**src/rtl/mem_pkg.sv**
```systemverilog
// Shared types and default widths for the SDRAM port arbiter.
package mem_pkg;

  localparam int MEM_ADDR_W = 19;
  localparam int MEM_DATA_W = 32;

  typedef enum logic [1:0] {
    ARB_IDLE,
    ARB_ISSUE,
    ARB_WR_HOLD,
    ARB_RD_WAIT
  } arb_state_t;

endpackage

```
**src/rtl/mem_arbiter_rr_pick.sv**
```systemverilog
// Round-robin selector: first requesting client at or above the pointer,
// wrapping modulo NUM_CLIENTS (which need not be a power of two).
module rr_pick
  import mem_pkg::*;
#(
  parameter int NUM_CLIENTS = 4,
  parameter int PW          = $clog2(NUM_CLIENTS)
) (
  input  logic [NUM_CLIENTS-1:0] req_i,
  input  logic [PW-1:0]          ptr_i,
  output logic [NUM_CLIENTS-1:0] onehot_o,
  output logic [PW-1:0]          idx_o,
  output logic                   valid_o
);

  // One spare bit so ptr+k never overflows before the explicit wrap.
  logic [PW:0]   sum;
  logic [PW-1:0] cand;
  logic          found;

  // Scan clients in priority order starting at the pointer; first hit wins.
  always_comb begin
    onehot_o = '0;
    idx_o    = '0;
    found    = 1'b0;
    sum      = '0;
    cand     = '0;
    for (int k = 0; k < NUM_CLIENTS; k++) begin
      sum = {1'b0, ptr_i} + (PW+1)'(k);
      if (sum >= (PW+1)'(NUM_CLIENTS)) begin
        sum = sum - (PW+1)'(NUM_CLIENTS);
      end
      cand = sum[PW-1:0];
      if (!found && req_i[cand]) begin
        found          = 1'b1;
        onehot_o[cand] = 1'b1;
        idx_o          = cand;
      end
    end
    valid_o = found;
  end

endmodule

```
**src/rtl/mem_arbiter.sv**
```systemverilog
// Round-robin arbiter sharing one SDRAM controller write/read port pair
// among NUM_CLIENTS requesters, one operation in flight at a time.
module mem_arbiter
  import mem_pkg::*;
#(
  parameter int NUM_CLIENTS = 4,
  parameter int ADDR_W      = MEM_ADDR_W,
  parameter int DATA_W      = MEM_DATA_W,
  parameter int WR_HOLD     = 4,
  parameter int RD_TIMEOUT  = 64
) (
  input  logic                          clk,
  input  logic                          rst,
  input  logic [NUM_CLIENTS-1:0]        cl_req,
  input  logic [NUM_CLIENTS-1:0]        cl_we,
  input  logic [NUM_CLIENTS*ADDR_W-1:0] cl_addr,
  input  logic [NUM_CLIENTS*DATA_W-1:0] cl_wdata,
  output logic [NUM_CLIENTS-1:0]        cl_grant,
  output logic [NUM_CLIENTS-1:0]        cl_rvalid,
  output logic                          cl_rerr,
  output logic [DATA_W-1:0]             cl_rdata,
  output logic                          busy,
  output logic                          mem_wr_req,
  output logic [ADDR_W-1:0]             mem_wr_ad,
  output logic [DATA_W-1:0]             mem_wr_data,
  input  logic                          mem_wr_granted,
  output logic                          mem_rd_req,
  output logic [ADDR_W-1:0]             mem_rd_ad,
  input  logic                          mem_rd_granted,
  input  logic                          mem_rd_valid,
  input  logic [DATA_W-1:0]             mem_rd_data
);

  localparam int PW = $clog2(NUM_CLIENTS);

  arb_state_t               state_q, state_d;
  logic [PW-1:0]            ptr_q, ptr_d;
  logic [PW-1:0]            owner_q, owner_d;
  logic                     we_q, we_d;
  logic [ADDR_W-1:0]        addr_q, addr_d;
  logic [DATA_W-1:0]        wdata_q, wdata_d;
  logic [7:0]               cnt_q, cnt_d;
  logic [NUM_CLIENTS-1:0]   grant_q, grant_d;
  logic [NUM_CLIENTS-1:0]   rvalid_q, rvalid_d;
  logic                     rerr_q, rerr_d;
  logic [DATA_W-1:0]        rdata_q, rdata_d;
  logic                     wr_req_q, wr_req_d;
  logic                     rd_req_q, rd_req_d;
  logic                     busy_q, busy_d;

  logic [NUM_CLIENTS-1:0]   pick_onehot;
  logic [PW-1:0]            pick_idx;
  logic                     pick_valid;
  logic                     sel_we;
  logic [ADDR_W-1:0]        sel_addr;
  logic [DATA_W-1:0]        sel_wdata;

  rr_pick #(
    .NUM_CLIENTS (NUM_CLIENTS)
  ) u_pick (
    .req_i    (cl_req),
    .ptr_i    (ptr_q),
    .onehot_o (pick_onehot),
    .idx_o    (pick_idx),
    .valid_o  (pick_valid)
  );

  // Mux the winning client's operation fields using the one-hot winner.
  always_comb begin
    sel_we    = 1'b0;
    sel_addr  = '0;
    sel_wdata = '0;
    for (int i = 0; i < NUM_CLIENTS; i++) begin
      if (pick_onehot[i]) begin
        sel_we    = cl_we[i];
        sel_addr  = cl_addr[i*ADDR_W +: ADDR_W];
        sel_wdata = cl_wdata[i*DATA_W +: DATA_W];
      end
    end
  end

  // Next-state and registered-output logic; pulses default low every cycle.
  always_comb begin
    state_d  = state_q;
    ptr_d    = ptr_q;
    owner_d  = owner_q;
    we_d     = we_q;
    addr_d   = addr_q;
    wdata_d  = wdata_q;
    cnt_d    = cnt_q;
    grant_d  = '0;
    rvalid_d = '0;
    rerr_d   = 1'b0;
    rdata_d  = rdata_q;
    wr_req_d = wr_req_q;
    rd_req_d = rd_req_q;

    unique case (state_q)
      ARB_IDLE: begin
        if (pick_valid) begin
          owner_d  = pick_idx;
          we_d     = sel_we;
          addr_d   = sel_addr;
          wdata_d  = sel_wdata;
          grant_d  = pick_onehot;
          wr_req_d = sel_we;
          rd_req_d = !sel_we;
          ptr_d    = (pick_idx == PW'(NUM_CLIENTS-1)) ? '0 : pick_idx + PW'(1);
          state_d  = ARB_ISSUE;
        end
      end
      // No timeout here: the controller may legitimately stall for refresh.
      ARB_ISSUE: begin
        if (we_q && mem_wr_granted) begin
          wr_req_d = 1'b0;
          cnt_d    = '0;
          state_d  = ARB_WR_HOLD;
        end else if (!we_q && mem_rd_granted) begin
          rd_req_d = 1'b0;
          cnt_d    = '0;
          state_d  = ARB_RD_WAIT;
        end
      end
      // Address/data registers are only loaded in IDLE, so they stay frozen here.
      ARB_WR_HOLD: begin
        if (cnt_q == 8'(WR_HOLD-1)) begin
          state_d = ARB_IDLE;
        end else begin
          cnt_d = cnt_q + 8'd1;
        end
      end
      ARB_RD_WAIT: begin
        if (mem_rd_valid) begin
          rvalid_d[owner_q] = 1'b1;
          rdata_d           = mem_rd_data;
          state_d           = ARB_IDLE;
        end else if (cnt_q == 8'(RD_TIMEOUT-1)) begin
          rvalid_d[owner_q] = 1'b1;
          rerr_d            = 1'b1;
          rdata_d           = '0;
          state_d           = ARB_IDLE;
        end else begin
          cnt_d = cnt_q + 8'd1;
        end
      end
      default: state_d = ARB_IDLE;
    endcase

    busy_d = (state_d != ARB_IDLE);
  end

  // State and output registers; reset clears everything so outputs read 0.
  always_ff @(posedge clk) begin
    if (rst) begin
      state_q  <= ARB_IDLE;
      ptr_q    <= '0;
      owner_q  <= '0;
      we_q     <= 1'b0;
      addr_q   <= '0;
      wdata_q  <= '0;
      cnt_q    <= '0;
      grant_q  <= '0;
      rvalid_q <= '0;
      rerr_q   <= 1'b0;
      rdata_q  <= '0;
      wr_req_q <= 1'b0;
      rd_req_q <= 1'b0;
      busy_q   <= 1'b0;
    end else begin
      state_q  <= state_d;
      ptr_q    <= ptr_d;
      owner_q  <= owner_d;
      we_q     <= we_d;
      addr_q   <= addr_d;
      wdata_q  <= wdata_d;
      cnt_q    <= cnt_d;
      grant_q  <= grant_d;
      rvalid_q <= rvalid_d;
      rerr_q   <= rerr_d;
      rdata_q  <= rdata_d;
      wr_req_q <= wr_req_d;
      rd_req_q <= rd_req_d;
      busy_q   <= busy_d;
    end
  end

  assign cl_grant    = grant_q;
  assign cl_rvalid   = rvalid_q;
  assign cl_rerr     = rerr_q;
  assign cl_rdata    = rdata_q;
  assign busy        = busy_q;
  assign mem_wr_req  = wr_req_q;
  assign mem_wr_ad   = addr_q;
  assign mem_wr_data = wdata_q;
  assign mem_rd_req  = rd_req_q;
  assign mem_rd_ad   = addr_q;

endmodule
```
**config.mk**
```make
export PLATFORM = sky130hd
export DESIGN_NAME = mem_arbiter
export DESIGN_NICKNAME = d
export VERILOG_FILES = /design/src/rtl/mem_pkg.sv /design/src/rtl/mem_arbiter_rr_pick.sv /design/src/rtl/mem_arbiter.sv
export SDC_FILE = /design/constraint.sdc
export NUM_CORES = 1
export LEC_CHECK = 0
export CAP_MARGIN = 10
export CORE_MARGIN = 10
export CORE_UTILIZATION = 35
export CTS_CLUSTER_DIAMETER = 30
export CTS_CLUSTER_SIZE = 14
export DETAILED_ROUTE_END_ITERATION = 10
export PLACE_DENSITY = 0.77
export SYNTH_ARGS = -nofsm -noshare
export SYNTH_HDL_FRONTEND = slang
export SYNTH_SLANG_ARGS = --single-unit
```
**constraint.sdc**
```tcl
create_clock -name clk -period 4.1 [get_ports clk]
set_clock_uncertainty 0.15 [all_clocks]
set_input_delay 0.41 -clock clk [delete_from_list [all_inputs] [get_ports clk]]
set_output_delay 0.41 -clock clk [all_outputs]
set_load 0.1 [all_outputs]
```
==> impl_metrics.yaml <==
run_status:
  status: "complete, no violations"
sta:
  fmax_mhz: 291
  fin_tns_setup_ns: 0
  fin_crit_ns: 3.44
  relSlewSlack_pct: 22.5
  period_share_pct: 83.8
  hold_viol_final: 0
  worst_pin_slew_ns: 1.16
  slew_viol_final: 0
  rsz0062_at_grt: "false"
  fin_ws_ns: 0.662
  setup_viol: 0
yosys:
  ys_seq_area_share_pct: 37.3
  synth_edf_count: 0
  ys_types: 54
  synthArstFlopShare_pct: 0
  synth_ff_type: "dfxtp_1"
  yosys_warnings: 0
  synth_top_area_share_pct: 37.3
  synthCells: 629
  yosys_register_bits: 110
  yosys-top-cells-area: "dfxtp_1 37%, a221oi_2 13%, a22oi_1 11%, and3_1 5.8%, o21ai_1 4.4%"
  syn_area_per_cell_um2: 9.38
  synth_nets: 890
  synth.cell_area_um2: 5900
  yosysTopAreaCell: "dfxtp_1"
floorplan:
  io_pins: 363
  design.die.area_um2: 22400
  die_h_um: 150
  rows: 47
  start_util_pct: 35.7
  die_x_um: 150
  core_um2: 16500
place:
  place_ws_ns: 0.399
  post_dp_cell_area_um2: 9540
  gp_congestion: 0.901
  portBuffers: 362
  place_hpwl_mm: 20.6
layout:
  multi_input_area_um2: 3250
  drive_above_1_share_pct: 10.8
  seqCellArea_um2: 2200
  layout.nets: 1199
  final_common_cell: "clkdlybuf4s50_1"
  fillers: 1419
  design_area_um2: 9850
  mostFrequentLayoutCells: "362 x clkdlybuf4s50_1, 110 x dfxtp_1, 83 x a22oi_1, 55 x and3_1"
  area_growth_pct: 67.0
power_and_ir_drop:
  p_total_w: 0.00920
  powerDensity_nw_per_um2: 935
  vdd_drop_max_uv: 1360
  leakage_nw: 3.61
clock_network:
  cts_tree: "built"
  h-tree-depth: 3
  clock_sinks: 110
  post_cts_buffers: 0
  clkSlewWorstSetupHoldPaths_ns: 0.08
  cts_resized: 0
  clk_latency_ns: 0.36
  cts-buffers-inserted: 9
  ctsHoldBuffers: 0
  clk_path_buf_depth: 2
  ctsRootBufferMaster: "clkbuf_16"
worst_setup_path:
  worstSetupPathType: "reg -> reg"
  cp_max_fo: 53
  worstPathArrival_ns: 3.51
  worstPathRequired_ns: 4.17
  end_kind: "register"
  worstSetupStartpointType: "register"
route:
  wl_per_cell_um: 22.6
  wirelength_mm: 26.3
  drtAntennaViolNets: 0
  via_count: 6227
  drt-initial-drc-count: 333
  drc: 0
  vias_per_cell: 5.35
  drt_pass1_iterations: 5
global_route:
  grt_pass1_wl_mm: 38.6
  antenna_found_initial: 1
  grt_pass1_vias: 6245
  grt_usage_pct: 22.1
  grt_max_degree: 54
  overflow: 0
worst_hold_path:
  worstHoldPathType: "reg -> reg"
flow_run:
  maxCapViolations: 0
## cells in the mapped netlist (4+ instances only)
library cell / count
inv_1: 11
nor2_1: 53
a22oi_1: 83
dfxtp_1: 110
clkbuf_1: 39
and2_1: 5
xor2_1: 5
buf_6: 6
a21oi_1: 11
nand2_1: 27
nand2b_1: 4
mux4_2: 4
buf_2: 14
and3_1: 55
ha_1: 12
a221oi_2: 51
o21ai_0: 7
a221oi_1: 4
o21ai_1: 52
buf_4: 19
nand3_1: 5
## power breakdown
| group | total (W) | internal (W) | switching (W) |
|---|---|---|---|
| registers | 0.00162 | 0.00140 | 0.000218 |
| clock network | 0.000902 | 0.000435 | 0.000467 |
| logic | 0.00669 | 0.00197 | 0.00471 |
## critical path: stages, from the launching register on
cell and delay (ns):
dfxtp_1 0.34, inv_1 0.11, ha_1 0.47, mux4_2 0.49, nor4b_4 0.44, nand2_1 0.18
and2_1 0.19, buf_4 0.27, and3_1 0.28, o32ai_2 0.28, o32ai_1 0.11
## state kept, by name (all words and copies together) (netlist names), named ones only
signal       flops
busy             1
we_q             1
state_q          2
mem_wr_req       1
cnt_q            8
owner_q          2
cl_rvalid        4
cl_rdata        32
ptr_q            1
mem_rd_ad       19
mem_rd_req       1
mem_wr_data     32
cl_rerr          1
cl_grant         4
## metrics by stage
| stage | utilization (%) | hold slack (ns) | instances |
|---|---|---|---|
| 6_report | 59.6 | 0.348 | 1164 |
| 5_1_grt | 59.6 | 0.372 | 1164 |
| 4_1_cts | 59.6 | 0.352 | 1163 |
| 3_5_place_dp | 57.7 | 0.333 | 1147 |
| 3_3_place_gp | 57.7 | 0.325 | 1147 |
| 2_1_floorplan | - | 0.284 | 629 |
## routing by layer
| layer | GRT usage (%) | up-vias | part of all wire (%) |
|---|---|---|---|
| met3 | 9.03 | 24 | 11 |
| met5 | 0 | - | 0 |
| li1 | - | 2997 | - |
| met2 | 37.4 | 279 | 50 |
| met1 | 25.6 | 2927 | 38 |
| met4 | 5.49 | 0 | 1.4 |
## cells by family (layout without fill, tap and decap cells)
| logic type | count (synthesis) | in the layout | synth area share, % |
|---|---|---|---|
| xor+xnor | 8 | 8 | 1.19 |
| mux | 9 | 9 | 2.44 |
| fa+ha+maj | 12 | 12 | 2.55 |
| buf+inv | 90 | 404 | 8.02 |
| other cells | 0 | 1 | 0 |
| simple gates | 171 | 171 | 15.3 |
| flops | 110 | 110 | 37.3 |
| compound gates | 229 | 229 | 33.2 |
## worst paths after layout
check	start	slack [ns]	end	cells after the start
worst max register to register	register	0.66	mem_wr_req$_SDFFE_PP0P_	10
worst max-delay path	register	0.66	mem_wr_req$_SDFFE_PP0P_	10
worst min-delay path	mem_wr_data[23]$_SDFFE_PP0P_	0.35	mem_wr_data[23]$_SDFFE_PP0P_	2
worst min register to register	mem_wr_data[23]$_SDFFE_PP0P_	0.35	mem_wr_data[23]$_SDFFE_PP0P_	2
## final cells by class
cell class / instances / share of cell area [%]
diodes: 1 / 0.0254
clock buffers: 9 / 2.29
clock inverters: 7 / 0.788
inverters: 11 / 0.419
multi-input cells: 429 / 33.0
flip-flops and latches: 110 / 22.4
well taps: 220 / 2.80
repair buffers: 377 / 38.3
No activity file was read; power rests on OpenSTA's default activity.
